**config.mk**
```make
export PLATFORM = sky130hd
export DESIGN_NAME = mul_error_accum
export DESIGN_NICKNAME = d
export VERILOG_FILES = /design/src/rtl/mul_eval_pkg.sv /design/src/rtl/mul_abs_diff.sv /design/src/rtl/mul_error_accum.sv
export SDC_FILE = /design/constraint.sdc
export NUM_CORES = 1
export LEC_CHECK = 0
export CAP_MARGIN = 40
export CORE_ASPECT_RATIO = 0.8
export CORE_MARGIN = 3
export CORE_UTILIZATION = 40
export DETAILED_ROUTE_END_ITERATION = 10
export PLACE_DENSITY = 0.65
export SYNTH_ARGS = -nofsm -noshare
export SYNTH_HDL_FRONTEND = slang
export SYNTH_SLANG_ARGS = --single-unit
```
**constraint.sdc**
```tcl
create_clock -name clk -period 16.7 [get_ports clk]
set_input_delay 4.175 -clock clk [delete_from_list [all_inputs] [get_ports clk]]
set_output_delay 4.175 -clock clk [all_outputs]
set_load 0.05 [all_outputs]
```
**src/rtl/mul_eval_pkg.sv**
```systemverilog
`default_nettype none
// ============================================================================
//  Module      : mul_eval_pkg
//  Description : Shared types and helpers for the multiplier error evaluator.
//  Revision    : 1.0  initial release
// ============================================================================
package mul_eval_pkg;

    typedef enum logic [1:0] {
        IDLE  = 2'd0,
        RUN   = 2'd1,
        DRAIN = 2'd2,
        DONE  = 2'd3
    } eval_state_t;

    function automatic int max_int(input int a, input int b);
        return (a > b) ? a : b;
    endfunction

endpackage
`default_nettype wire

```
**src/rtl/mul_abs_diff.sv**
```systemverilog
`default_nettype none
// ============================================================================
//  Module      : mul_abs_diff
//  Description : Combinational unsigned absolute difference |a - b|.
//  Revision    : 1.0  initial release
// ============================================================================
module mul_abs_diff #(
    parameter int W = 16
) (
    input  logic [W-1:0] a,
    input  logic [W-1:0] b,
    output logic [W-1:0] y
);

    assign y = (a >= b) ? (a - b) : (b - a);

endmodule
`default_nettype wire

```
**src/rtl/mul_error_accum.sv**
```systemverilog
`default_nettype none
// ============================================================================
//  Module      : mul_error_accum
//  Description : Windowed error-distance statistics for an approximate
//                multiplier: 3-stage pipeline (capture, ED, accumulate).
//  Revision    : 1.0  initial release
// ============================================================================
module mul_error_accum
    import mul_eval_pkg::*;
#(
    parameter int  WIDTH   = 8,
    parameter int  SAMPLES = 256,
    parameter int  ACC_W   = 32,
    localparam int CNT_W   = $clog2(SAMPLES + 1)
) (
    input  logic                 clk,
    input  logic                 rst,
    input  logic                 start,
    input  logic                 in_valid,
    output logic                 in_ready,
    input  logic [WIDTH-1:0]     in1,
    input  logic [WIDTH-1:0]     in2,
    input  logic [2*WIDTH-1:0]   approx_prod,
    output logic                 busy,
    output logic                 done,
    output logic [ACC_W-1:0]     sum_ed,
    output logic                 sum_sat,
    output logic [2*WIDTH-1:0]   max_ed,
    output logic [CNT_W-1:0]     err_count,
    output logic [CNT_W-1:0]     sample_count
);

    localparam int               c_PW      = 2 * WIDTH;
    localparam int               c_SUM_W   = max_int(ACC_W, c_PW) + 1;
    localparam logic [ACC_W-1:0] c_ACC_MAX = '1;
    localparam logic [CNT_W-1:0] c_LAST    = CNT_W'(SAMPLES - 1);

    eval_state_t        r_state;
    logic               r_in_ready;
    logic               r_busy;
    logic               r_done;

    logic [WIDTH-1:0]   r_a;
    logic [WIDTH-1:0]   r_b;
    logic [c_PW-1:0]    r_approx;
    logic               r_v1;

    logic [c_PW-1:0]    r_ed;
    logic               r_nz;
    logic               r_v2;

    logic [ACC_W-1:0]   r_sum_ed;
    logic               r_sum_sat;
    logic [c_PW-1:0]    r_max_ed;
    logic [CNT_W-1:0]   r_err_count;
    logic [CNT_W-1:0]   r_sample_count;

    logic               w_accept;
    logic [c_PW-1:0]    w_exact;
    logic [c_PW-1:0]    w_ed;
    logic [c_SUM_W-1:0] w_sum_full;
    logic               w_sum_ovf;

    assign w_accept = in_valid & r_in_ready;
    assign w_exact  = {{WIDTH{1'b0}}, r_a} * {{WIDTH{1'b0}}, r_b};

    mul_abs_diff #(
        .W (c_PW)
    ) u_abs_diff (
        .a (w_exact),
        .b (r_approx),
        .y (w_ed)
    );

    // The sum is formed one bit wider than either operand so a clamp is
    // visible even when ACC_W is narrower than the product width.
    assign w_sum_full = c_SUM_W'(r_sum_ed) + c_SUM_W'(r_ed);
    assign w_sum_ovf  = |w_sum_full[c_SUM_W-1:ACC_W];

    always_ff @(posedge clk) begin
        if (rst) begin
            r_v1 <= 1'b0;
            r_v2 <= 1'b0;
        end else begin
            r_v1 <= w_accept;
            if (w_accept) begin
                r_a      <= in1;
                r_b      <= in2;
                r_approx <= approx_prod;
            end
            r_v2 <= r_v1;
            if (r_v1) begin
                r_ed <= w_ed;
                r_nz <= |w_ed;
            end
        end
    end

    always_ff @(posedge clk) begin
        if (rst) begin
            r_state        <= IDLE;
            r_in_ready     <= 1'b0;
            r_busy         <= 1'b0;
            r_done         <= 1'b0;
            r_sum_ed       <= '0;
            r_sum_sat      <= 1'b0;
            r_max_ed       <= '0;
            r_err_count    <= '0;
            r_sample_count <= '0;
        end else begin
            r_done <= 1'b0;
            if (r_v2) begin
                r_sum_ed    <= w_sum_ovf ? c_ACC_MAX : w_sum_full[ACC_W-1:0];
                r_sum_sat   <= r_sum_sat | w_sum_ovf;
                r_err_count <= r_err_count + CNT_W'(r_nz);
                if (r_ed > r_max_ed) begin
                    r_max_ed <= r_ed;
                end
            end
            case (r_state)
                IDLE: begin
                    if (start) begin
                        r_state        <= RUN;
                        r_in_ready     <= 1'b1;
                        r_busy         <= 1'b1;
                        r_sum_ed       <= '0;
                        r_sum_sat      <= 1'b0;
                        r_max_ed       <= '0;
                        r_err_count    <= '0;
                        r_sample_count <= '0;
                    end
                end
                RUN: begin
                    if (w_accept) begin
                        r_sample_count <= r_sample_count + 1'b1;
                        if (r_sample_count == c_LAST) begin
                            r_state    <= DRAIN;
                            r_in_ready <= 1'b0;
                        end
                    end
                end
                DRAIN: begin
                    if (!r_v1 && !r_v2) begin
                        r_state <= DONE;
                        r_busy  <= 1'b0;
                        r_done  <= 1'b1;
                    end
                end
                DONE: begin
                    r_state <= IDLE;
                end
                default: begin
                    r_state <= IDLE;
                end
            endcase
        end
    end

    assign in_ready     = r_in_ready;
    assign busy         = r_busy;
    assign done         = r_done;
    assign sum_ed       = r_sum_ed;
    assign sum_sat      = r_sum_sat;
    assign max_ed       = r_max_ed;
    assign err_count    = r_err_count;
    assign sample_count = r_sample_count;

endmodule
`default_nettype wire

```
==> flow_summary.toml <==
[timing]
rsz0062_at_grt = "no"
worst_slack_ns = 8.85
finalMaxSlewViolations = 0
fin_crit_ns = 7.85
skew_ns = 0.0177
setup-violations-final = 0
timing.final.crit_share_pct = 47.0
finalSetupTns_ns = 0
relSlewSlack_pct = 47.7
final-hold-violation-count = 0
fmax_ghz = 0.127
timing.hold.ws_ns = 0.479
tightest_slew_ns = 0.785

[worst_hold_path]
holdPathEnd = "sum_sat"
worstHoldPathCells = 2
min_from = "sum_sat"
hold_path_class = "reg -> reg"

[logic_synthesis]
synth.distinct_cells = 74
synth-compound-area-share_pct = 16.5
yosys.area_share.xor_xnor_pct = 5.19
syn_inst = 1016
synthesis.nets = 1198
yosys.area_share.simple_pct = 16.7
ys_seq_elements = 123
avgSynthCellArea_um2 = 9.14
synth-main-ff-cell = "dfxtp_1"
async_reset_ff_share_pct = 0
synth_seq_area_share_pct = 31.8
synth_edf_count = 49
muxShareOfSynthArea_pct = 0.700
syn_area_mm2 = 0.00929
yosysWarnings = 0
synthAdderAreaFrac_pct = 22.8
synth_top_family_by_area = "adder cells"

[outcome]
outcome = "completed"

[clock_tree]
post_cts_buffers = 0
clock_latency_ns = 0.43
hold_buffers = 0
cts_buffer_depth = 2
cts_tree = "yes"
cts-root-buf = "clkbuf_16"
path_clk_slew_ns = 0.06
cts.repair.resized = 0
numCtsBuffers = 17
htreeDepth = 4
clkSinkCount = 123

[die]
chipHeight_um = 142
fp.dieW_um = 176
core-area_mm2 = 0.0226
initial_utilization_pct = 41.1
ioPinCount = 106
row_count = 49
die_area_mm2 = 0.0251

[placement]
pre_cts_ws_ns = 8.87
dpl_cell_area_mm2 = 0.0106
numPortBuffers = 105
place_congestion = 0.906
dp_hpwl_mm = 16.4

[worst_setup_path]
cp_max_fo = 8
end_kind = "flip-flop"
r2r_slack_ns = 8.85
critical_path_required_ns = 16.86
critical_path.startpoint_type = "flip-flop"
worst_path_max_delay_cell = "fa_1"
critPathKind = "reg -> reg"
rr_worst_depth = 26
timing.rr.end = "r_nz"
r2r_start = "r_a[1]"
slowest_delay_ns = 0.54
arrival_ns = 8.01

[routing]
wl_mm = 21.4
vias = 7361
antenna_left = 0
drtPass1Iterations = 5
wl_per_cell_um = 14.9
drt_iter0_markers = 455
drc = 0
viasPerCell = 5.12

[global_routing]
grt_pass1_vias = 7009
overflow = 0
grtUsageMet1_pct = 26.2
grt_max_degree = 30
grt_pass1_wl_mm = 35.4
use_met3_pct = 3.25
gr-usage-met2_pct = 25.5
grt_antenna_before_repair = 0
grt_use_total_pct = 17.3
grt.busiest_layer = "met1"

[cells_and_area]
layout.nets = 1300
drive_gt1_share_pct = 5.13
design_area_mm2 = 0.0112
fillers = 2140
seq_area_mm2 = 0.00295
antenna_cells = 0
multi_input_area_mm2 = 0.00576
synthToLayoutAreaGrowth_pct = 20.7

[power_and_ir_drop]
ir_drop_uv = 108
p_leak_nw = 4.72
p_total_mw = 1.84
power_per_cell_area_mw_per_mm2 = 164

[flow_run]
maxCapViolCount = 0
[power by group]
part / switching (mW) / internal [mW]
registers: 0.0183 / 0.367
clock network: 0.155 / 0.208
logic: 0.665 / 0.429
[synthesized netlist by cell type (2+ instances only)]
| library cell | instances | area [um^2] |
|---|---|---|
| buf_6 | 4 | 45.0 |
| xnor2_1 | 22 | 193 |
| buf_4 | 5 | 37.5 |
| nor4_1 | 2 | 12.5 |
| and2_1 | 56 | 350 |
| nand2_1 | 57 | 214 |
| buf_2 | 2 | 10.0 |
| a21oi_1 | 88 | 440 |
| o21ai_0 | 51 | 255 |
| o211ai_1 | 5 | 37.5 |
| and2_4 | 2 | 17.5 |
| fa_1 | 39 | 781 |
| o21bai_1 | 7 | 52.6 |
| nand3_1 | 18 | 90.1 |
| inv_1 | 116 | 435 |
| a31oi_1 | 12 | 75.1 |
| edfxtp_1 | 49 | 1470 |
| a2111oi_0 | 2 | 17.5 |
| or3_1 | 6 | 37.5 |
| nand4_1 | 17 | 106 |
| xor2_1 | 33 | 289 |
| dfxtp_1 | 74 | 1480 |
| a21o_1 | 19 | 143 |
| nor2_1 | 82 | 308 |
| and3_1 | 17 | 106 |
| nor3_1 | 8 | 40.0 |
| o2111ai_1 | 2 | 17.5 |
| o21a_1 | 13 | 97.6 |
| nand2b_1 | 9 | 56.3 |
| o31ai_1 | 3 | 22.5 |
| a311oi_1 | 6 | 52.6 |
| mux2i_1 | 5 | 50.1 |
| and4_1 | 3 | 26.3 |
| ha_1 | 107 | 1340 |
| a41oi_1 | 2 | 17.5 |
| clkbuf_1 | 16 | 60.1 |
| nor2b_1 | 12 | 75.1 |
| a21boi_0 | 2 | 15.0 |
| a211oi_1 | 8 | 60.1 |
[worst max-delay path by stage]
stage / endpoint / depth (start not counted) / startpoint
6_report: r_nz / 26 / r_a[1]
5_1_grt: r_nz / 26 / r_a[1]
4_1_cts: r_nz / 26 / r_a[1]
3_5_place_dp: r_nz / 26 / r_a[1]
3_3_place_gp: r_nz / 26 / r_a[1]
2_1_floorplan: r_nz / 28 / r_a[1]
[kinds of logic (layout without fill, tap and decap cells)]
family                   after synthesis  in the layout
adder cells (fa/ha/maj)              146            146
AND/OR/NAND/NOR                      300            300
flip-flops                           123            123
XOR/XNOR                              55             55
buffers and inverters                144            259
multiplexers                           6              6
AO/OA/AOI/OAI                        242            242
[area by class of cell]
cell class | count | area share (%)
flip-flops and latches | 123 | 26.3
repair buffers | 111 | 9.99
inverters | 116 | 3.88
clock buffers | 18 | 3.83
well taps | 306 | 3.42
clock inverters | 14 | 1.18
multi-input cells | 749 | 51.4
[per-layer routing]
| layer | vias up | wire length, um |
|---|---|---|
| met5 | - | 0 |
| met4 | 0 | 148 |
| met3 | 10 | 816 |
| met2 | 133 | 9240 |
| met1 | 3500 | 11200 |
| li1 | 3718 | - |
[stage by stage]
stage               cells  utilization (%)
global route         1437             49.5
global placement     1403             46.9
floorplan            1016                -
finish               1437             49.5
CTS                  1437             49.5
detailed placement   1405             47.1
[critical path: cells and delay by family, from the launching register on]
kind	cells	cell delay [ns]
adder cells (fa/ha/maj)	6	2.66
AO/OA/AOI/OAI	11	2.62
AND/OR/NAND/NOR	6	1.59
flip-flops	1	0.50
XOR/XNOR	1	0.14
buffers and inverters	2	0.09
[registers in the layout, summed over array words and instances, names as in the netlist, 2 cells and up]
name          count
sample_count      9
r_a               8
r_approx         16
max_ed           16
sum_ed           32
r_state           2
r_ed             16
err_count         9
r_b               8
[placed cells by master (no fill, tap or decap), types with 6 or more instances in the layout]
master           count
nand4_1             17
dfxtp_1             74
edfxtp_1            49
fa_1                39
nor2b_1             12
a21oi_1             87
inv_1              116
nand2b_1             9
nor2_1              81
o21ai_0             51
xor2_1              33
or3_1                6
and3_1              17
a211oi_1             8
clkbuf_16           17
nand2_1             57
nor3_1               8
a21o_1              19
and2_1              56
o21bai_1             7
clkdlybuf4s50_1    105
a311oi_1             6
nand3_1             18
ha_1               107
a31oi_1             12
o21a_1              13
xnor2_1             22
Note: power is estimated with default switching activity, not from simulation.
